$ cat src/rtl/sfifo_lvl.sv
// Synchronous FIFO with level reporting, almost-full/empty thresholds,
// sticky overflow/underflow flags, flush, and selectable FWFT or registered read.
module sfifo_lvl #(
  parameter int unsigned abits      = 3,
  parameter int unsigned dbits      = 65,
  parameter int          afull_lvl  = 6,
  parameter int          aempty_lvl = 1,
  parameter int          fwft       = 1
) (
  input  logic             i_clk,
  input  logic             i_rst,
  input  logic             i_flush,
  input  logic             i_wr,
  input  logic [dbits-1:0] i_wdata,
  output logic             o_wfull,
  output logic             o_afull,
  input  logic             i_rd,
  output logic [dbits-1:0] o_rdata,
  output logic             o_rvalid,
  output logic             o_rempty,
  output logic             o_aempty,
  output logic [abits:0]   o_level,
  output logic             o_overflow,
  output logic             o_underflow,
  input  logic             i_clr_err
);

  localparam int unsigned DEPTH = 2 ** abits;
  localparam int unsigned LW    = abits + 1;

  localparam logic [abits:0] LVL_FULL   = LW'(DEPTH);
  localparam logic [abits:0] LVL_AFULL  = LW'(afull_lvl);
  localparam logic [abits:0] LVL_AEMPTY = LW'(aempty_lvl);
  localparam logic [abits:0] LVL_ONE    = LW'(1);

  // Threshold sanity: reject configurations the flags cannot represent
  if (afull_lvl < 1 || afull_lvl > int'(DEPTH)) begin : g_bad_afull
    $error("sfifo_lvl: afull_lvl out of range 1..DEPTH");
  end
  if (aempty_lvl < 0 || aempty_lvl > int'(DEPTH) - 1) begin : g_bad_aempty
    $error("sfifo_lvl: aempty_lvl out of range 0..DEPTH-1");
  end

  logic [dbits-1:0] mem [DEPTH];
  logic [abits:0]   wr_ptr;
  logic [abits:0]   rd_ptr;
  logic [abits:0]   level_nxt;
  logic             wr_ok;
  logic             rd_ok;
  logic             ovf_set;
  logic             unf_set;

  assign wr_ok   = i_wr && !o_wfull  && !i_flush;
  assign rd_ok   = i_rd && !o_rempty && !i_flush;
  assign ovf_set = i_wr && o_wfull   && !i_flush;
  assign unf_set = i_rd && o_rempty  && !i_flush;

  // Next level: both or neither strobes leave the count unchanged
  always_comb begin
    level_nxt = o_level;
    if (i_flush) begin
      level_nxt = '0;
    end else if (wr_ok && !rd_ok) begin
      level_nxt = o_level + LVL_ONE;
    end else if (rd_ok && !wr_ok) begin
      level_nxt = o_level - LVL_ONE;
    end
  end

  // Pointers and all level-derived flags, updated together
  always_ff @(posedge i_clk or posedge i_rst) begin
    if (i_rst) begin
      wr_ptr   <= '0;
      rd_ptr   <= '0;
      o_level  <= '0;
      o_wfull  <= 1'b0;
      o_afull  <= 1'b0;
      o_rempty <= 1'b1;
      o_aempty <= 1'b1;
    end else begin
      if (i_flush) begin
        wr_ptr <= '0;
        rd_ptr <= '0;
      end else begin
        if (wr_ok) wr_ptr <= wr_ptr + LVL_ONE;
        if (rd_ok) rd_ptr <= rd_ptr + LVL_ONE;
      end
      o_level  <= level_nxt;
      o_wfull  <= (level_nxt == LVL_FULL);
      o_afull  <= (level_nxt >= LVL_AFULL);
      o_rempty <= (level_nxt == '0);
      o_aempty <= (level_nxt <= LVL_AEMPTY);
    end
  end

  // Sticky error flags; a new error in the clear cycle wins
  always_ff @(posedge i_clk or posedge i_rst) begin
    if (i_rst) begin
      o_overflow  <= 1'b0;
      o_underflow <= 1'b0;
    end else begin
      if (ovf_set)        o_overflow <= 1'b1;
      else if (i_clr_err) o_overflow <= 1'b0;
      if (unf_set)        o_underflow <= 1'b1;
      else if (i_clr_err) o_underflow <= 1'b0;
    end
  end

  // Storage array, deliberately without reset
  always_ff @(posedge i_clk) begin
    if (wr_ok) mem[wr_ptr[abits-1:0]] <= i_wdata;
  end

  if (fwft != 0) begin : g_fwft
    assign o_rdata  = mem[rd_ptr[abits-1:0]];
    assign o_rvalid = !o_rempty;
  end else begin : g_regrd
    logic [dbits-1:0] rdata_q;
    logic             rvalid_q;

    // Head word captured on each accepted read, held otherwise
    always_ff @(posedge i_clk or posedge i_rst) begin
      if (i_rst) begin
        rdata_q  <= '0;
        rvalid_q <= 1'b0;
      end else begin
        rvalid_q <= rd_ok;
        if (rd_ok) rdata_q <= mem[rd_ptr[abits-1:0]];
      end
    end

    assign o_rdata  = rdata_q;
    assign o_rvalid = rvalid_q;
  end

endmodule
$ cat config.mk
export PLATFORM = sky130hd
export DESIGN_NAME = sfifo_lvl
export DESIGN_NICKNAME = d
export VERILOG_FILES = /design/src/rtl/sfifo_lvl.sv
export SDC_FILE = /design/constraint.sdc
export NUM_CORES = 1
export LEC_CHECK = 0
export CORE_UTILIZATION = 51
export DETAILED_ROUTE_END_ITERATION = 16
export PLACE_DENSITY = 0.81
export SKIP_CTS_REPAIR_TIMING = 1
export SYNTH_ARGS = -nofsm -noshare
export SYNTH_HDL_FRONTEND = slang
export SYNTH_SLANG_ARGS = --single-unit
$ cat constraint.sdc
create_clock -name i_clk -period 6.1 [get_ports i_clk]
set_clock_uncertainty 0.15 [all_clocks]
set_input_delay 0.915 -clock i_clk [delete_from_list [all_inputs] [get_ports i_clk]]
set_output_delay 0.915 -clock i_clk [all_outputs]
set_load 0.01 [all_outputs]
== After elaboration in Yosys (flattened, before gate mapping) ==
Memories as Yosys holds them, arrays and structs flattened.
Cells that the tools add are included.
Word-level totals
  register bits after elaboration: 18
  RAM bits: 520
  bits of input ports: 71
  output and inout bits: 76
  memories: 1
Memory list
  mem: depth 8, width 65, read ports 1, clocked after Yosys merged registers in 0, wr ports 1, RTL line 44  | logic [dbits-1:0] mem [DEPTH];
Cells by class
  add/subtract/negate cells: 4
  order comparisons: 2
  eq/ne operators: 1
  mux-type cells: 12
  reductions and logical operators: 20
Operators with widths (count)
  $mux 4: 7
  $add 4x1->4 const B: 3
  $logic_and 1x1->1: 10
  $reduce_bool 2->1: 4
  $logic_not 1->1: 5
  $mux 1: 5
  $eq 4x4->1 const B: 1
  $ge 4x3->1 const B: 1
  $le 4x1->1 const B: 1
  $logic_not 4->1: 1
  $sub 4x1->4 const B: 1

== Depth between registers and ports, before layout ==
  depth after elaboration: 9
  gate-level depth with buffers: 7
  gate-level depth less buffers: 7

== Least setup slack after synthesis ==
Ideal clock, no wire load.
  path kind: input port to flip-flop
  start: input port i_flush
  end: memory mem[0][0], enable pin
  setup time: 568 ps
  arrival time: 5878 ps
  required time: 5382 ps
  path slack: -496 ps
  stages: 4
  path buffers: 1
  cell sequence: buf_2 -> nor3b_2 -> nand2b_1 -> nor3_1
On the way
  cells in the longest elaborated chain, start to end: 4
Ends and longest elaborated chain
  from (decl): RTL line 12  | input logic i_flush,
  $logic_not 1->1: RTL line 53  | assign wr_ok = i_wr && !o_wfull && !i_flush;
  $logic_and 1x1->1: RTL line 53
  $mux 1: RTL line 111  | if (wr_ok) mem[wr_ptr[abits-1:0]] <= i_wdata;
  $mux 1 (not written as such): RTL line 111
  to (decl): RTL line 44
Every way passes these cells.

== Final worst setup path ==
  start: register rd_ptr[1]
  end: output port o_rdata[12]
On the way
  cells in the longest elaborated chain, start to end: 1
Ends and longest elaborated chain
  from (decl): RTL line 46  | logic [abits:0] rd_ptr;
  from (signal assigned): RTL line 86  | if (rd_ok) rd_ptr <= rd_ptr + LVL_ONE;
  $mem_v2 8x65
  to (decl): RTL line 18  | output logic [dbits-1:0] o_rdata,
Every way passes these cells.

==> flow_metrics.tcl <==
set metrics [dict create \
    p_per_area_nw_per_um2 360 \
    path_clk_slew_ns 0.06 \
    cts_tree "built" \
    hp-class "flop to flop" \
    fin_nets 1094 \
    drcViolationCount 0 \
    tns_ns 0 \
    finalMaxSlewViolations 0 \
    drv_cap 0 \
    synth_cell_types 30 \
    synth_nets 915 \
    period_needed_ns 4.41 \
    post-place-ws_ns 2.06 \
    routabilityCongestion 0.760 \
    drt_wl_total_mm 37.5 \
    clockBufferDepth 3 \
    critPathRequiredTime_ns 5.03 \
    power.switching_mw 1.94 \
    relSlewSlack_pct 25.2 \
    die_h_um 202 \
    cts_sinks 536 \
    grt_pass1_wl_mm 57.3 \
    syn_area_per_cell_um2 24.2 \
    area.growth.synth_to_final_pct 18.7 \
    fmax_mhz 227 \
    swShare_pct 22.3 \
    finalSetupViolCount 0 \
    initial_utilization_pct 52.2 \
    yosysWarnings 0 \
    grt-ovfl-total 0 \
    path_cells "buf_4 -> mux4_2 -> mux2_2 -> clkdlybuf4s50_1" \
    num-fill-cells 2579 \
    cts_buffers 52 \
    path_class "flop to output port" \
    antenna_found_initial 3 \
    ys_seq_area_share_pct 78.7 \
    max_stage_delay_ns 1.06 \
    drtPass1Iterations 4 \
    hold_end "o_overflow" \
    p_clk_share_pct 35.4 \
    r2r_end "mem[7][63]" \
    dp.cells 1483 \
    hold_viol 0 \
    seqPwrFrac_pct 48.6 \
    drive_gt1_share_pct 28.2 \
    arrival_ns 3.34 \
    ys_seq_elements 536 \
    first_iter_violations 550 \
    cts_root_buf "clkbuf_16" \
    via_per_inst 5.70 \
    p_leak_nw 7.49 \
    synthCells 840 \
    worstMarginPinSlew_ns 1.12 \
    r2r_cells 4 \
    ant_nets 0 \
    die-area_um2 40700 \
    postLayoutSetupSlackWorst_ns 1.69 \
    design.core.area_um2 39000 \
    route.detailed.wl_per_inst_um 23.8 \
    timing.hold.ws_ns 0.341 \
    track_usage_pct 18.9 \
    start_kind "flop" \
    combPwrFrac_pct 16.1 \
    row_count 72 \
    dp_hpwl_mm 20.9 \
    final_common_cell "edfxtp_1" \
    layout.cells.non_filler 1578 \
    ir_worst_vdd_mv 0.230 \
    synthesis.area_um2 20300 \
    p_int_mw 6.75 \
    fin_crit_sh_pct 72.3 \
    grt_pass1_vias 9720 \
    path_max_fanout 67 \
    grt_start_max_net_pins 69 \
    cts_max_level 2 \
    slowest_stage "dfrtp_4" \
    reg2reg_from "o_wfull" \
    worstHoldPathCells 1 \
    min-delay-start "o_overflow" \
    die_w_um 202 \
    total_power_mw 8.69 \
    critPathCaptureType "output port" \
    vias 8989 \
    final_cell_mix "520 x edfxtp_1, 146 x clkdlybuf4s50_1, 130 x mux4_2" \
    rsz0062_at_grt "no" \
    port-buffer-count 146 \
    r2r_setup_slack_ns 3.26 \
    status "complete, no violations" \
    crit_path_start "rd_ptr[1]" \
    clk_latency_ns 0.55 \
    io_pins 147 \
]
## power by group through the flow
stage               Clock, mW  Combinational, mW  Sequential (mW)
global route             3.27               1.50             4.23
floorplan                   0              0.900             4.27
global placement            0               1.40             4.29
finish                   3.07               1.39             4.22
detailed placement          0               1.41             4.30
CTS                      3.15               1.43             4.22
## worst max-delay path by stage
stage	end	slack, ns	cells past startpoint
final	o_rdata[12]	1.69	4
after global routing	o_rdata[42]	1.56	4
after CTS	o_rdata[12]	1.61	4
after detailed placement	mem[6][21]	2.06	5
after global placement	mem[7][20]	2.09	5
after floorplan	mem[4][0]	1.25	4
## kinds of logic after synthesis
| logic type | count (synthesis) | share of synthesized area [%] |
|---|---|---|
| flops | 536 | 78.7 |
| mux | 198 | 18.1 |
| buf+inv | 46 | 1.30 |
| simple gates | 41 | 1.02 |
| compound gates | 10 | 0.344 |
| xor+xnor | 5 | 0.215 |
| fa+ha+maj | 4 | 0.246 |
## worst max-delay path, delay by kind of cell (launching register included)
| family | cells | cell delay (ns) |
|---|---|---|
| multiplexers | 2 | 0.68 |
| flip-flops | 1 | 1.06 |
| buffers and inverters | 2 | 1.00 |
## per-layer routing
| layer | track usage [%] | share of wire [%] |
|---|---|---|
| met1 | 24.9 | 42 |
| met2 | 32.4 | 52 |
| met3 | 2.67 | 3.8 |
| met4 | 6.74 | 2.8 |
| met5 | 0 | 0 |
## per-stage QoR
step	cell area, um2	util (%)
after floorplan	20400	-
after global placement	22500	57.7
after detailed placement	22500	57.7
after CTS	24100	61.9
after global routing	24200	61.9
final	24200	61.9
## flip-flops by register name, summed over array words and instances, names as in the netlist
signal / count
mem: 520
o_level: 4
rd_ptr: 3
wr_ptr: 3
o_aempty: 1
o_afull: 1
o_overflow: 1
o_rempty: 1
o_underflow: 1
o_wfull: 1
## cell usage after synthesis
cell	n	share of area, %
inv_1	7	0.13
a32o_1	2	0.098
dfrtp_1	14	1.7
edfxtp_1	520	77
ha_1	4	0.25
buf_6	10	0.55
and2b_1	1	0.037
o211ai_1	3	0.11
and2_1	1	0.031
nand2b_1	5	0.15
nand3b_1	1	0.037
xnor2_1	2	0.086
o21ai_1	3	0.074
mux2i_1	3	0.15
clkbuf_1	15	0.28
nor2_1	12	0.22
a21o_1	1	0.037
xor2_1	3	0.13
nand2_1	8	0.15
dfstp_2	2	0.26
a21oi_1	1	0.025
mux2_2	65	3.6
nand4_1	2	0.061
buf_2	13	0.32
nand3_1	4	0.098
nor3b_2	1	0.061
nor3b_1	2	0.074
buf_1	1	0.018
nor3_1	4	0.098
mux4_2	130	14
## layout make-up
| cell class | instances | area [um2] | share of cell area (%) |
|---|---|---|---|
| flip-flops and latches | 536 | 16000 | 66.4 |
| clock buffers | 65 | 1370 | 5.68 |
| inverters | 7 | 26.3 | 0.109 |
| multi-input cells | 258 | 4130 | 17.1 |
| clock inverters | 28 | 273 | 1.13 |
| repair buffers | 164 | 1670 | 6.92 |
| well taps | 518 | 648 | 2.68 |
| diodes | 2 | 5.00 | 0.0207 |
(Power assumes the default switching activity.)
